$ cat src/rtl/transpose_scheduler.sv
// Round-robin scheduler that time-shares one transpose unit among NUM_REQ requesters,
// tracks the in-flight result through the unit's fixed latency and hands it to a consumer.
module transpose_scheduler #(
    parameter int  NUM_REQ = 4,
    parameter int  LAT     = 1,
    parameter int  OPS_W   = 16,
    localparam int SEL_W   = $clog2(NUM_REQ + 1),
    localparam int ID_W    = (NUM_REQ > 1) ? $clog2(NUM_REQ) : 1
) (
    input  logic               clk,
    input  logic               rst,
    input  logic [NUM_REQ-1:0] req_valid,
    input  logic [NUM_REQ-1:0] req_mode,
    output logic [NUM_REQ-1:0] req_ready,
    output logic               tp_ctrl,
    output logic [SEL_W-1:0]   tp_sel,
    output logic               rsp_valid,
    output logic [ID_W-1:0]    rsp_id,
    output logic               rsp_mode,
    input  logic               rsp_ready,
    output logic [OPS_W-1:0]   ops_done
);

    typedef enum logic [1:0] {
        ST_IDLE,
        ST_WAIT,
        ST_RSP
    } state_t;

    localparam logic [3:0]       CNT_LOAD = 4'(LAT - 1);
    localparam logic [SEL_W-1:0] SEL_HOLD = SEL_W'(NUM_REQ);
    localparam logic [ID_W-1:0]  LAST_ID  = ID_W'(NUM_REQ - 1);

    state_t           state_q;
    logic [ID_W-1:0]  rr_ptr_q;
    logic [ID_W-1:0]  rr_ptr_d;
    logic [3:0]       cnt_q;
    logic [ID_W-1:0]  rsp_id_q;
    logic             rsp_mode_q;
    logic [OPS_W-1:0] ops_done_q;
    logic [OPS_W-1:0] ops_done_d;

    logic             grant_ok;
    logic             found;
    logic             grant;
    logic [ID_W-1:0]  win_idx;
    logic [ID_W-1:0]  cand;

    // Round-robin search starting at rr_ptr_q; the first valid requester wins.
    always_comb begin
        // NOTE: every variable gets a default before the loop so no latch is inferred.
        found   = 1'b0;
        win_idx = '0;
        cand    = '0;
        for (int i = 0; i < NUM_REQ; i++) begin
            cand = ID_W'((int'(rr_ptr_q) + i) % NUM_REQ);
            if (!found && req_valid[cand]) begin
                found   = 1'b1;
                win_idx = cand;
            end
        end
    end

    // A new operation may enter only when the unit is empty or its result leaves this cycle.
    assign grant_ok = !rst && ((state_q == ST_IDLE) || ((state_q == ST_RSP) && rsp_ready));
    assign grant    = grant_ok && found;

    assign req_ready = grant ? (NUM_REQ'(1) << win_idx) : '0;
    assign tp_sel    = grant ? SEL_W'(win_idx) : SEL_HOLD;
    assign tp_ctrl   = grant && req_mode[win_idx];

    assign rsp_valid = !rst && (state_q == ST_RSP);
    assign rsp_id    = rsp_id_q;
    assign rsp_mode  = rsp_mode_q;
    assign ops_done  = ops_done_q;

    assign rr_ptr_d   = (win_idx == LAST_ID) ? '0 : win_idx + 1'b1;
    assign ops_done_d = (ops_done_q == '1) ? ops_done_q : ops_done_q + 1'b1;

    always_ff @(posedge clk) begin
        // NOTE: state registers use non-blocking assignments so every read sees pre-edge values.
        if (rst) begin
            state_q    <= ST_IDLE;
            rr_ptr_q   <= '0;
            cnt_q      <= '0;
            rsp_id_q   <= '0;
            rsp_mode_q <= 1'b0;
            ops_done_q <= '0;
        end else begin
            case (state_q)
                ST_IDLE: ;
                ST_WAIT: begin
                    if (cnt_q <= 4'd1) begin
                        state_q <= ST_RSP;
                        cnt_q   <= '0;
                    end else begin
                        cnt_q <= cnt_q - 1'b1;
                    end
                end
                ST_RSP: begin
                    if (rsp_ready) state_q <= ST_IDLE;
                end
                default: state_q <= ST_IDLE;
            endcase

            // A grant overrides the RSP->IDLE move above, giving back-to-back issue.
            if (grant) begin
                state_q    <= (LAT == 1) ? ST_RSP : ST_WAIT;
                cnt_q      <= CNT_LOAD;
                rr_ptr_q   <= rr_ptr_d;
                rsp_id_q   <= win_idx;
                rsp_mode_q <= req_mode[win_idx];
            end

            if (rsp_valid && rsp_ready) ops_done_q <= ops_done_d;
        end
    end

endmodule
$ cat config.mk
export PLATFORM = sky130hd
export DESIGN_NAME = transpose_scheduler
export DESIGN_NICKNAME = d
export VERILOG_FILES = /design/src/rtl/transpose_scheduler.sv
export SDC_FILE = /design/constraint.sdc
export NUM_CORES = 1
export LEC_CHECK = 0
export ABC_AREA = 1
export CORE_ASPECT_RATIO = 0.75
export CORE_MARGIN = 3
export CORE_UTILIZATION = 30
export DETAILED_ROUTE_END_ITERATION = 7
export GPL_TIMING_DRIVEN = 1
export SLEW_MARGIN = 20
export SYNTH_ARGS = -nofsm -noshare
export SYNTH_HDL_FRONTEND = slang
export SYNTH_SLANG_ARGS = --single-unit
$ cat constraint.sdc
create_clock -name clk -period 3.4 [get_ports clk]
set_input_delay 1.02 -clock clk [delete_from_list [all_inputs] [get_ports clk]]
set_output_delay 1.02 -clock clk [all_outputs]
set_load 0.01 [all_outputs]
==> out/qor.yml, run 1 <==
run_status:
  outcome: "completed"
global_route:
  grt_usage_pct: 13.1
  gr-total-overflow: 0
  antenna_found_initial: 0
  grt_pass1_vias: 1403
  grt_pass1_wl_um: 6240
  grt_max_degree: 14
floorplanning:
  die_x_um: 88.1
  die_area_mm2: 0.00595
  start_util_pct: 32.6
  die_y_um: 67.5
  rows: 21
  io_pins: 39
  coreArea_mm2: 0.00465
place:
  gp_congestion: 0.828
  hpwl_um: 2930
  io_buffers: 38
  dpl_worst_slack_ns: -0.748
logic_synthesis:
  postSynthAreaPerCell_um2: 6.31
  netlist_instances: 240
  ys_types: 27
  ys_top_cells_by_area: "dfxtp_1 (29%), nand2_1 (16%), inv_1 (9.2%)"
  yosys_register_bits: 22
  synth_area_mm2: 0.00152
  ys_warn_count: 0
  synth.top_cell.area_share_pct: 29.1
  synth.largest_area_cell: "dfxtp_1"
  syn_nets: 256
  yosysSeqAreaShare_pct: 29.1
clocking:
  cts_tree: "built"
  htreeDepth: 1
  hold_buffers: 0
  root_buffer: "clkbuf_8"
  ctsLongestPathBuffers: 2
  clkLatencyLatePin_ns: 0.26
  cts_buffers: 3
  clock-sinks: 22
  clk_pin_slew_ns: 0.07
worst_setup_path:
  regToRegEndpoint: "rr_ptr_q[1]"
  startpoint: "req_valid[1]"
  critPathLaunchType: "input pin"
  slowest_stage: "ha_1"
  worstReg2RegStart: "rr_ptr_q[0]"
  ff2ff_setup_slack_ns: 1.35
  reg2regPathDepth: 12
  worstPathCellList: "buf_8, inv_4, nand2_2, nand3_2, nand2_2, nor2_4, nand3_4, nand3_4, inv_2, ha_1, inv_1, nor2_1, buf_2"
  required_ns: 2.38
  crit_path_end_kind: "output pin"
  cpPeakStageDelay_ns: 0.19
  crit_fanout: 6
  cp-endpoint: "req_ready[1]"
  critPathKind: "in -> out"
  worst-endpoint-arrival_ns: 2.28
drt:
  drtAntennaViolNets: 0
  first_pass_iters: 4
  drt-initial-drc-count: 83
  routed_via_density: 4.52
  totalWireLength_um: 3880
  wl_per_cell_um: 11.0
  drc: 0
  vias: 1585
power:
  pwr_density_cell_mw_per_mm2: 727
  peakVddDrop_v: 0.000496
  power.leakage_nw: 0.969
  fin_total_pwr_mw: 1.61
timing:
  final.setup.tns_ns: 0
  slew_headroom_pct: 58.1
  fin_hold_ws_ns: 0.469
  drv_slew: 0
  period_minus_slack_ns: 3.30
  finalHoldViolations: 0
  fin_crit_sh_pct: 97.1
  fmax_mhz: 303
  worst_slack_ns: 0.0978
  final.setup_skew_ns: 0.00143
  worst_pin_slew_ns: 0.623
  setup_violations: 0
  rsz0062_at_grt: "true"
cells_and_area:
  syn2layout_area_growth_pct: 45.7
  postLayoutCoreUtil_pct: 47.5
  fill_cells: 472
  drive_gt1_share_pct: 28.6
  layout_commonest_cell: "nand2_1"
  final_nets: 312
  final_cell_mix: "nand2_1 (55), inv_1 (29), clkdlybuf4s50_1 (25), nor2_1 (23), dfxtp_1 (22)"
  antenna_cells: 0
worst_hold_path:
  hold_class: "reg -> reg"
  hold_depth: 2
job:
  max_cap_violations: 0
kinds of logic (layout without fill, tap and decap cells):
logic type	after synthesis	count (layout)	share of synthesized area, %
AOI/OAI and AO/OA	27	27	9.58
xor gates and xnor gates	5	5	2.89
adders and majority gates	5	5	4.13
buffers and inverters	47	101	13.1
DFF	22	22	29.1
and+or+nand+nor	134	134	41.2
worst min path at each step:
stage,startpoint,end
2_1_floorplan,ops_done[4],ops_done[4]
3_5_place_dp,ops_done[4],ops_done[4]
6_report,ops_done[4],ops_done[4]
4_1_cts,ops_done[4],ops_done[4]
5_1_grt,rsp_id[1],rsp_id[1]
3_3_place_gp,ops_done[4],ops_done[4]
flip-flops by register name (all words and copies together) (netlist names):
name      cells
ops_done     16
rsp_id        2
rsp_mode      1
state_q       1
rr_ptr_q      2
cells in the mapped netlist (all sizes together):
cell,n
nand2,75
inv,42
nor2,27
dfxtp,22
a21oi,17
nand3,17
o21ai,9
nand4,7
ha,5
nor3,4
buf,3
xnor2,3
clkbuf,2
xor2,2
a211oi,1
and3,1
nor3b,1
nor4,1
or2,1
timing repair:
item,CTS,global route
pin swaps,19,11
buffers inserted,3,3
setup endpoints to repair,9,6
resized for setup,71,19
routing by layer:
layer	vias up	wire length, µm	GRT usage (%)	share of wire, %
met3	0	181	2.93	4.7
met5	-	0	0	0
li1	856	-	-	-
met2	32	1630	19.6	42
met1	697	2060	19.7	53
met4	0	0	1.70	0
worst max-delay path, delay by kind of cell:
family	cells	cell delay (ns)
buf+inv	5	0.39
fa+ha+maj	1	0.19
simple gates	7	0.68
area by class of cell:
cell class | count | area [µm²] | area share (%)
Inverter | 42 | 173 | 7.82
Tap cell | 57 | 71.3 | 3.23
Sequential cell | 22 | 440 | 19.9
Multi-Input combinational cell | 171 | 986 | 44.6
Clock buffer | 3 | 41.3 | 1.87
Timing Repair Buffer | 56 | 497 | 22.5
stage by stage:
step | cells | area [µm²]
after floorplan | 240 | 1520
after global placement | 342 | 2020
after detailed placement | 342 | 2020
after CTS | 348 | 2120
after global routing | 351 | 2210
final | 351 | 2210
where the power goes:
group	leakage [nW]	internal (mW)	switching [mW]
Clock	0.0216	0.0789	0.0785
Sequential	0.179	0.292	0.0397
Combinational	0.769	0.484	0.633
(Power assumes the default switching activity.)
==> inputs of run 2 (changes only) <==
ABC_CLOCK_PERIOD_IN_PS = 3400   (was default)
CORE_MARGIN = 4   (was 3)
HOLD_SLACK_MARGIN = 0.03   (was default)
==> run 2 against run 1 <==
Against the previous run:
- setup slack lost 0.0015 ns
- critical path type unchanged
- register-to-register slack gained 0.05 ns
- largest cell class unchanged
- sequential power shrank 1%
- via count grew 3.8%
- global-route usage shrank 0.23 points
- hold slack gained 0.0028 ns
- critical path depth grew 1
- critical endpoint is now req_ready[3]
==> out/qor.yml, run 2 (same netlist as run 1, synthesis figures left out) <==
run_status:
  outcome: "completed"
clocking:
  clkLatencyLatePin_ns: 0.26
  cts_tree: "built"
  htreeDepth: 1
  ctsLongestPathBuffers: 2
  root_buffer: "clkbuf_8"
  clk_pin_slew_ns: 0.07
  cts_buffers: 3
  hold_buffers: 0
  clock-sinks: 22
worst_setup_path:
  crit_path_end_kind: "output pin"
  worstPathCellList: "buf_6, inv_4, nand2_4, nand3_4, nand2_4, nor2_4, nand3_2, nand3_2, nand2_4, inv_6, ha_4, inv_2, nor2_1, buf_2"
  slowest_stage: "nor2_4"
  crit_family: "simple AND/OR/NAND/NOR gates"
  critPathLaunchType: "input pin"
  worst-path-buf-inv: 5
  critPathKind: "in -> out"
  crit_fanout: 5
  worst-endpoint-arrival_ns: 2.28
  cpPeakStageDelay_ns: 0.18
  cpMostUsedCell: "nand2_4"
  required_ns: 2.38
power:
  peakVddDrop_v: 0.000693
  sw_frac_of_total_pct: 47.1
  p_comb_share_pct: 71.5
  internal_power_mw: 0.903
  power.share.sequential_pct: 19.1
  p_sw_mw: 0.804
  pwr_density_cell_mw_per_mm2: 748
  pwr-share-clk_pct: 9.3
  power.leakage_nw: 1.00
place:
  gp_congestion: 0.876
  dpl_cell_area_mm2: 0.00204
  hpwl_um: 3020
  io_buffers: 38
drt:
  first_pass_iters: 4
  drt-initial-drc-count: 81
  drc: 0
  drtAntennaViolNets: 0
  wl_per_cell_um: 11.3
  vias: 1646
  routed_via_density: 4.61
  totalWireLength_um: 4030
worst_hold_path:
  hold_class: "reg -> reg"
timing:
  drv_slew: 0
  fin_hold_ws_ns: 0.472
  fin_crit_sh_pct: 97.2
  period_minus_slack_ns: 3.30
  slew_headroom_pct: 67.7
  final.setup_skew_ns: 0.00311
  finalHoldViolations: 0
  fmax_mhz: 303
  setup_violations: 0
  rsz0062_at_grt: "true"
  worst_pin_slew_ns: 0.481
cells_and_area:
  antenna_cells: 0
  largest_reg_flops: 16
  layout_commonest_cell: "nand2_1"
  syn2layout_area_growth_pct: 50.5
  design_area_mm2: 0.00228
  final_cell_mix: "nand2_1 (55), inv_1 (28), clkdlybuf4s50_1 (25), nor2_1 (24), dfxtp_1 (22)"
  final_nets: 315
  drive_gt1_share_pct: 29.6
global_route:
  grt_pass1_vias: 1450
  grt_usage_pct: 12.9
  antenna_found_initial: 0
  grt_pass1_wl_um: 6870
  gr-total-overflow: 0
  grt_max_degree: 14
floorplanning:
  start_util_pct: 30.9
  io_pins: 39
  die_area_mm2: 0.00626
  rows: 22
  die_x_um: 90.1
  coreArea_mm2: 0.00490
  die_y_um: 69.5
job:
  max_cap_violations: 0
[run 2: changes by cell type in the layout (fill, tap and decap cells not counted), sizes merged]
cell / before / now
buf: 28 / 31
[run 2: area by class of cell]
type / count / area (µm²)
clock buffers: 3 / 41.3
fillers: 518 / 2620
inverters: 42 / 175
multi-input cells: 171 / 1030
flip-flops and latches: 22 / 440
well taps: 60 / 75.1
repair buffers: 59 / 523
[run 2: final timing paths]
check               start           end  slack (ns)  cells past startpoint
max          req_valid[3]  req_ready[3]         0.1                     14
min reg2reg   ops_done[4]   ops_done[4]        0.47                      2
min           ops_done[4]   ops_done[4]        0.47                      2
max reg2reg   rr_ptr_q[1]   rr_ptr_q[1]        1.40                     12
[run 2: routing by layer]
layer / vias up / global-route usage, % / part of all wire (%)
li1: 866 / - / -
met1: 736 / 19.6 / 53
met2: 38 / 19.0 / 42
met3: 6 / 2.82 / 4.1
met4: 0 / 1.53 / 0.99
met5: - / 0 / 0
[run 2: power by group through the flow]
stage | Sequential, mW | Clock (mW) | Combinational (mW)
after CTS | 0.324 | 0.166 | 1.05
after global placement | 0.329 | 0 | 0.940
after detailed placement | 0.327 | 0 | 0.937
after floorplan | 0.329 | 0 | 0.577
after global routing | 0.334 | 0.175 | 1.34
final | 0.327 | 0.159 | 1.22
[run 2: tightest hold or removal path, delay by kind of cell (launching register included)]
| family | cells | cell delay [ns] |
|---|---|---|
| buf+inv | 1 | 0.05 |
| compound gates | 1 | 0.05 |
| flops | 1 | 0.33 |
[run 2: per-stage QoR]
| stage | power (mW) | worst slack [ns] | utilization [%] | TNS (ns) | cells |
|---|---|---|---|---|---|
| floorplan | 0.905 | 0.318 | - | 0 | 240 |
| global placement | 1.27 | -0.715 | 41.7 | -5.23 | 348 |
| detailed placement | 1.26 | -0.725 | 41.7 | -5.34 | 348 |
| CTS | 1.54 | -0.00915 | 44.1 | -0.00915 | 356 |
| global route | 1.85 | -0.0233 | 46.6 | -0.0530 | 357 |
| finish | 1.71 | 0.0963 | 46.6 | 0 | 357 |
[run 2: timing repair]
item / in CTS / in global routing
setup endpoints to repair: 9 / 8
resized for setup: 61 / 35
hold endpoints to repair: 0 / 0
setup buffers: 5 / 1
pin swaps: 17 / 17
==> inputs of run 3 (changes only) <==
ABC_CLOCK_PERIOD_IN_PS = default   (was 3400)
CTS_CLUSTER_SIZE = 28   (was default)
==> results of run 3 <==
No change in the layout: final DEF, timing and power equal those of run 2.
